<file path="src/rtl/sci_cmd_sequencer.sv">
// sci_cmd_sequencer
//   Shares one SCI command link among NREQ requesters. A round-robin arbiter
//   grants one requester, the block frames its command byte as
//   EB 90 01 CMD CHK (CHK = 01 + CMD), streams the frame to the UART TX byte
//   path, then waits for the decoded reply. A missing reply (timeout) is
//   retried up to MAX_RETRY times; the requester receives a one-cycle done
//   pulse together with a 2-bit result code.
//
// Build option
//   SCI_CMD_RETRY_ON_ERR_EN : when defined, an error reply is retried the same
//                             way as a timeout; when undefined, an error reply
//                             completes immediately with result 10.
//
// Ports
//   clk       in   1       system clock
//   rst_n     in   1       asynchronous active-low reset
//   req       in   NREQ    request level per requester, held until its done
//   cmd       in   8*NREQ  command byte of requester i at cmd[8*i +: 8]
//   done      out  NREQ    one-hot, one-cycle completion pulse
//   result    out  2       00 correct, 01 status, 10 error, 11 timeout
//   busy      out  1       high from grant until the cycle after done
//   tx_data   out  8       frame byte to UART TX
//   tx_valid  out  1       tx_data valid
//   tx_ready  in   1       UART TX accepts the byte on tx_valid && tx_ready
//   rpl_st    in   3       reply status, one-hot {st, error, correct}
//   rpl_new   in   1       one-cycle pulse, rpl_st valid in that cycle
module sci_cmd_sequencer #(
  parameter int NREQ        = 2,
  parameter int TIMEOUT_CYC = 100000,
  parameter int MAX_RETRY   = 2
) (
  input  logic              clk,
  input  logic              rst_n,
  input  logic [NREQ-1:0]   req,
  input  logic [8*NREQ-1:0] cmd,
  output logic [NREQ-1:0]   done,
  output logic [1:0]        result,
  output logic              busy,
  output logic [7:0]        tx_data,
  output logic              tx_valid,
  input  logic              tx_ready,
  input  logic [2:0]        rpl_st,
  input  logic              rpl_new
);

  localparam int IW = (NREQ > 1) ? $clog2(NREQ) : 1;
  localparam int TW = (TIMEOUT_CYC > 1) ? $clog2(TIMEOUT_CYC) : 1;
  localparam int RW = (MAX_RETRY > 0) ? $clog2(MAX_RETRY + 1) : 1;

  localparam logic [TW-1:0] TIMER_LAST = TW'(TIMEOUT_CYC - 1);
  localparam logic [RW-1:0] RETRY_MAX  = RW'(MAX_RETRY);

  localparam logic [1:0] S_IDLE = 2'd0;
  localparam logic [1:0] S_SEND = 2'd1;
  localparam logic [1:0] S_WAIT = 2'd2;
  localparam logic [1:0] S_DONE = 2'd3;

  localparam logic [1:0] RES_OK  = 2'b00;
  localparam logic [1:0] RES_ST  = 2'b01;
  localparam logic [1:0] RES_ERR = 2'b10;
  localparam logic [1:0] RES_TMO = 2'b11;

  logic [1:0]    state_q,  state_d;
  logic [IW-1:0] rr_q,     rr_d;
  logic [IW-1:0] gnt_q,    gnt_d;
  logic [7:0]    cmd_q,    cmd_d;
  logic [2:0]    idx_q,    idx_d;
  logic [TW-1:0] timer_q,  timer_d;
  logic [RW-1:0] retry_q,  retry_d;
  logic [1:0]    result_q, result_d;

  logic          arb_hit;
  logic [IW-1:0] arb_idx;
  logic [IW:0]   arb_sum;
  logic [7:0]    arb_cmd;

  function automatic logic [7:0] frame_byte(input logic [2:0] i, input logic [7:0] c);
    case (i)
      3'd0:    frame_byte = 8'hEB;
      3'd1:    frame_byte = 8'h90;
      3'd2:    frame_byte = 8'h01;
      3'd3:    frame_byte = c;
      default: frame_byte = c + 8'h01;
    endcase
  endfunction

  // Round-robin search: first requester at or after rr_q, wrapping past NREQ-1.
  // The sum is one bit wider so the wrap also works for non-power-of-2 NREQ.
  always_comb begin
    arb_hit = 1'b0;
    arb_idx = '0;
    arb_sum = '0;
    for (int k = 0; k < NREQ; k++) begin
      arb_sum = {1'b0, rr_q} + (IW+1)'(k);
      if (arb_sum >= (IW+1)'(NREQ)) begin
        arb_sum = arb_sum - (IW+1)'(NREQ);
      end
      if (!arb_hit && req[arb_sum[IW-1:0]]) begin
        arb_hit = 1'b1;
        arb_idx = arb_sum[IW-1:0];
      end
    end
  end

  always_comb begin
    arb_cmd = 8'h00;
    for (int k = 0; k < NREQ; k++) begin
      if (arb_idx == IW'(k)) begin
        arb_cmd = cmd[8*k +: 8];
      end
    end
  end

  always_comb begin
    state_d  = state_q;
    rr_d     = rr_q;
    gnt_d    = gnt_q;
    cmd_d    = cmd_q;
    idx_d    = idx_q;
    timer_d  = timer_q;
    retry_d  = retry_q;
    result_d = result_q;

    case (state_q)
      S_IDLE: begin
        if (arb_hit) begin
          state_d = S_SEND;
          gnt_d   = arb_idx;
          cmd_d   = arb_cmd;
          idx_d   = 3'd0;
          rr_d    = (arb_idx == IW'(NREQ - 1)) ? '0 : arb_idx + 1'b1;
        end
      end

      // A reply arriving here belongs to an earlier attempt and is dropped.
      S_SEND: begin
        if (tx_ready) begin
          if (idx_q == 3'd4) begin
            state_d = S_WAIT;
            idx_d   = 3'd0;
            timer_d = '0;
          end else begin
            idx_d = idx_q + 3'd1;
          end
        end
      end

      // A reply in the expiry cycle takes priority over the timeout.
      S_WAIT: begin
        timer_d = timer_q + 1'b1;
        if (rpl_new) begin
          if (rpl_st == 3'b001) begin
            state_d  = S_DONE;
            result_d = RES_OK;
          end else if (rpl_st == 3'b100) begin
            state_d  = S_DONE;
            result_d = RES_ST;
          end else begin
`ifdef SCI_CMD_RETRY_ON_ERR_EN
            if (retry_q < RETRY_MAX) begin
              retry_d = retry_q + 1'b1;
              state_d = S_SEND;
              idx_d   = 3'd0;
            end else begin
              state_d  = S_DONE;
              result_d = RES_ERR;
            end
`else
            state_d  = S_DONE;
            result_d = RES_ERR;
`endif
          end
        end else if (timer_q == TIMER_LAST) begin
          if (retry_q < RETRY_MAX) begin
            retry_d = retry_q + 1'b1;
            state_d = S_SEND;
            idx_d   = 3'd0;
          end else begin
            state_d  = S_DONE;
            result_d = RES_TMO;
          end
        end
      end

      S_DONE: begin
        state_d = S_IDLE;
        retry_d = '0;
      end

      default: state_d = S_IDLE;
    endcase
  end

  always_ff @(posedge clk or negedge rst_n) begin
    if (!rst_n) begin
      state_q  <= S_IDLE;
      rr_q     <= '0;
      gnt_q    <= '0;
      idx_q    <= 3'd0;
      timer_q  <= '0;
      retry_q  <= '0;
      result_q <= RES_OK;
    end else begin
      state_q  <= state_d;
      rr_q     <= rr_d;
      gnt_q    <= gnt_d;
      idx_q    <= idx_d;
      timer_q  <= timer_d;
      retry_q  <= retry_d;
      result_q <= result_d;
    end
  end

  // Latched command byte is pure data; it is only observed while in SEND.
  always_ff @(posedge clk) begin
    cmd_q <= cmd_d;
  end

  // Outputs decode straight from registered state, so reset forces them low at once.
  assign tx_valid = (state_q == S_SEND);
  assign tx_data  = tx_valid ? frame_byte(idx_q, cmd_q) : 8'h00;
  assign busy     = (state_q != S_IDLE);
  assign result   = result_q;

  always_comb begin
    done = '0;
    if (state_q == S_DONE) begin
      done[gnt_q] = 1'b1;
    end
  end

endmodule

</file>
<file path="config.mk">
export PLATFORM = sky130hd
export DESIGN_NAME = sci_cmd_sequencer
export DESIGN_NICKNAME = d
export VERILOG_FILES = /design/src/rtl/sci_cmd_sequencer.sv
export SDC_FILE = /design/constraint.sdc
export NUM_CORES = 1
export LEC_CHECK = 0
export ABC_AREA = 1
export BUFFER_PORTS_ARGS = -buffer_cell sky130_fd_sc_hd__buf_4
export CORE_UTILIZATION = 40
export DETAILED_ROUTE_END_ITERATION = 6
export SYNTH_ARGS = -nofsm -noshare
export SYNTH_HDL_FRONTEND = slang
export SYNTH_SLANG_ARGS = --single-unit
</file>
<file path="constraint.sdc">
create_clock -name clk -period 2.6 [get_ports clk]
set_input_delay 0.65 -clock clk [delete_from_list [all_inputs] [get_ports clk]]
set_output_delay 0.65 -clock clk [all_outputs]
set_load 0.1 [all_outputs]
</file>
==> impl_metrics.yaml <==
sta:
  rsz0062_at_grt: "true"
  skew_ns: 0.0110
  max_freq_mhz: 401
  setup_violations: 0
  relSlewSlack_pct: 74.6
  maxSlewViolCount: 0
  fin_worst_hold_slack_ns: 0.278
  fin_crit_sh_pct: 96.0
  min_period_ns: 2.50
  tns_ns: 0
  worstMarginPinSlew_ns: 0.381
  hold_violations: 0
min_path:
  hold_class: "input pin to async pin"
die:
  initial_utilization_pct: 41.9
  rows: 28
  fp.dieH_um: 81.0
  die_x_um: 81.0
  dieArea_mm2: 0.00655
  ioPinCount: 39
  core_area_mm2: 0.00596
drt:
  met3_length_um: 143
  wl_per_cell_um: 11.7
  drc: 0
  avgViaCountPerCell: 4.86
  ant_nets: 0
  wirelength_um: 5620
  drt_iter0_drc: 82
  via_count: 2336
  met1_length_um: 2690
  routed.top_layer: "met4"
  drtPass1Iterations: 4
  wl_met2_um: 2720
outcome:
  status: "finished, final reports clean"
critical_path:
  start_kind: "register"
  crit_slowest_cell: "dfrtp_1"
  crit_path_cell_trace: "inv_2, ha_2, o21ai_4, nand3_4, clkinvlp_4, nand2_1, nor2_2, nor2_4, buf_12"
  critPathMaxStageDelay_ns: 0.41
  crit_type: "register to output port"
  worstPathMaxFanout: 5
  critPathBufInv: 3
  critPathRequiredTime_ns: 1.95
  worstPathArrival_ns: 1.85
  endpoint_kind: "output port"
  crit_family: "flip-flops"
clocking:
  clk_latency_ns: 0.29
  cts_max_level: 2
  root_buffer: "clkbuf_8"
  cts_tree: "built"
  clk_pin_slew_ns: 0.08
  cts_buffer_depth: 2
  cts.sinks: 36
  cts_inserted_buffers: 5
grt:
  grt_start_max_net_pins: 29
  antenna_found_initial: 0
  grt_pass1_wl_um: 9540
  first_global_vias: 2171
  gr-total-overflow: 0
  grtUsageTotal_pct: 19.0
place:
  hpwl_um: 4290
  gp_congestion: 0.812
  place_area_mm2: 0.00294
  dp_cells: 471
  portBuffers: 38
yosys:
  avgSynthCellArea_um2: 7.00
  netlist_instances: 356
  ys_seq_elements: 36
  synth_fp_nets: 388
  synth_edf_count: 8
  synth_area_mm2: 0.00249
  yosysUniqueCellTypes: 35
  async_flop_share_pct: 77.8
  synth_seq_area_share_pct: 37.7
  yosys_warnings: 0
  synth-main-ff-cell: "dfrtp_1"
finish:
  syn2layout_area_growth_pct: 26.7
  post-route-util_pct: 53.0
  diodes: 0
  stdcell_area_mm2: 0.00316
  layout.cells.non_filler: 481
  final_layout_size_suffix_gt1_share_pct: 25.9
  fin_nets: 437
  fillers: 581
power:
  irDropWorstVdd_v: 0.00138
  p_leak_nw: 1.52
  power_density_mw_per_mm2: 1220
flow_run:
  max_cap_violations: 0
==> registers in the layout (all words and copies together), names as in the netlist <==
name     flops
retry_q      2
result       2
idx_q        3
cmd_q        8
rr_q         1
state_q      2
gnt_q        1
timer_q     17
==> cells in the final DEF, fill, tap and decap left out, types with 6 or more instances in the layout <==
master and n:
inv_1 32, inv_2 9, nor2_4 8, nor2_1 39, nand2_1 123, edfxtp_1 8
buf_4 34, o21ai_2 10, clkbuf_8 6, nand3_1 31, dfrtp_1 28
==> per-stage QoR <==
step,setup slack (ns),total power [mW]
3_5_place_dp,0.131,3.18
3_3_place_gp,0.179,3.17
4_1_cts,0.00237,3.80
5_1_grt,-0.0173,4.07
6_report,0.104,3.84
2_1_floorplan,-0.0631,2.73
==> routing by layer <==
metal,up-vias,GRT usage (%)
li1,1232,-
met4,0,6.25
met5,-,0
met2,34,32.1
met1,1064,24.4
met3,6,3.37
==> logic make-up (layout without fill, tap and decap cells) <==
family / count (synthesis) / in the layout / share of synthesized area (%)
AOI/OAI and AO/OA: 37 / 37 / 10.8
xor gates and xnor gates: 5 / 5 / 1.76
adders and majority gates: 7 / 7 / 3.51
buffers and inverters: 48 / 98 / 7.73
DFF: 36 / 36 / 37.7
and+or+nand+nor: 223 / 223 / 38.5
==> repair_timing <==
action,CTS,global route
setup buffers,1,0
resized for setup,21,14
gates cloned,1,0
setup endpoints to repair,8,8
pin swaps,0,4
hold buffers,0,0
==> area by class of cell <==
type                       instances  area, µm²  area share [%]
multi-input combinational        272       1460            46.1
clock inverter                     2       10.0           0.317
sequential                        36        941            29.8
inverter                          46        183            5.78
clock buffer                       6       82.6            2.61
timing repair buffer              43        387            12.2
tap                               75       93.8            2.97
timing repair inverter             1       7.51           0.238
==> cell usage after synthesis (3+ instances only) <==
cell | number | area [µm²]
nor2_2 | 3 | 18.8
nand2_2 | 3 | 18.8
o21ai_1 | 3 | 15.0
edfxtp_1 | 8 | 240
xor2_1 | 4 | 35.0
o21bai_1 | 3 | 22.5
ha_1 | 7 | 87.6
nand3_1 | 32 | 160
a21oi_1 | 6 | 30.0
inv_2 | 8 | 30.0
inv_1 | 35 | 131
dfrtp_1 | 28 | 701
o21ai_2 | 10 | 87.6
o21ai_0 | 8 | 40.0
nand4_1 | 5 | 31.3
nor2_1 | 46 | 173
nand2_1 | 123 | 462
==> where the power goes <==
group / leakage, nW / total (mW) / internal (mW) / switching, mW
clock network: 0.0510 / 0.407 / 0.211 / 0.196
logic: 1.02 / 2.60 / 0.746 / 1.86
registers: 0.449 / 0.832 / 0.722 / 0.110
total: 1.52 / 3.84 / 1.68 / 2.16
==> final timing paths <==
| kind | endpoint | slack (ns) | depth (start not counted) | from |
|---|---|---|---|---|
| max | tx_data[6] | 0.10 | 9 | idx_q[0]$_DFFE_PN0P_ |
| min | timer_q[14]$_DFFE_PN0P_ | 0.28 | 1 | rst_n |
| max reg2reg | timer_q[3]$_DFFE_PN0P_ | 0.97 | 7 | idx_q[1]$_DFFE_PN0P_ |
| min reg2reg | result[0]$_DFFE_PN0P_ | 0.49 | 2 | result[0]$_DFFE_PN0P_ |
| max in group asynchronous | timer_q[4]$_DFFE_PN0P_ | 2.04 | 1 | rst_n |
| min in group clk | result[0]$_DFFE_PN0P_ | 0.49 | 2 | result[0]$_DFFE_PN0P_ |
Power figures use the tool's default switching activity.
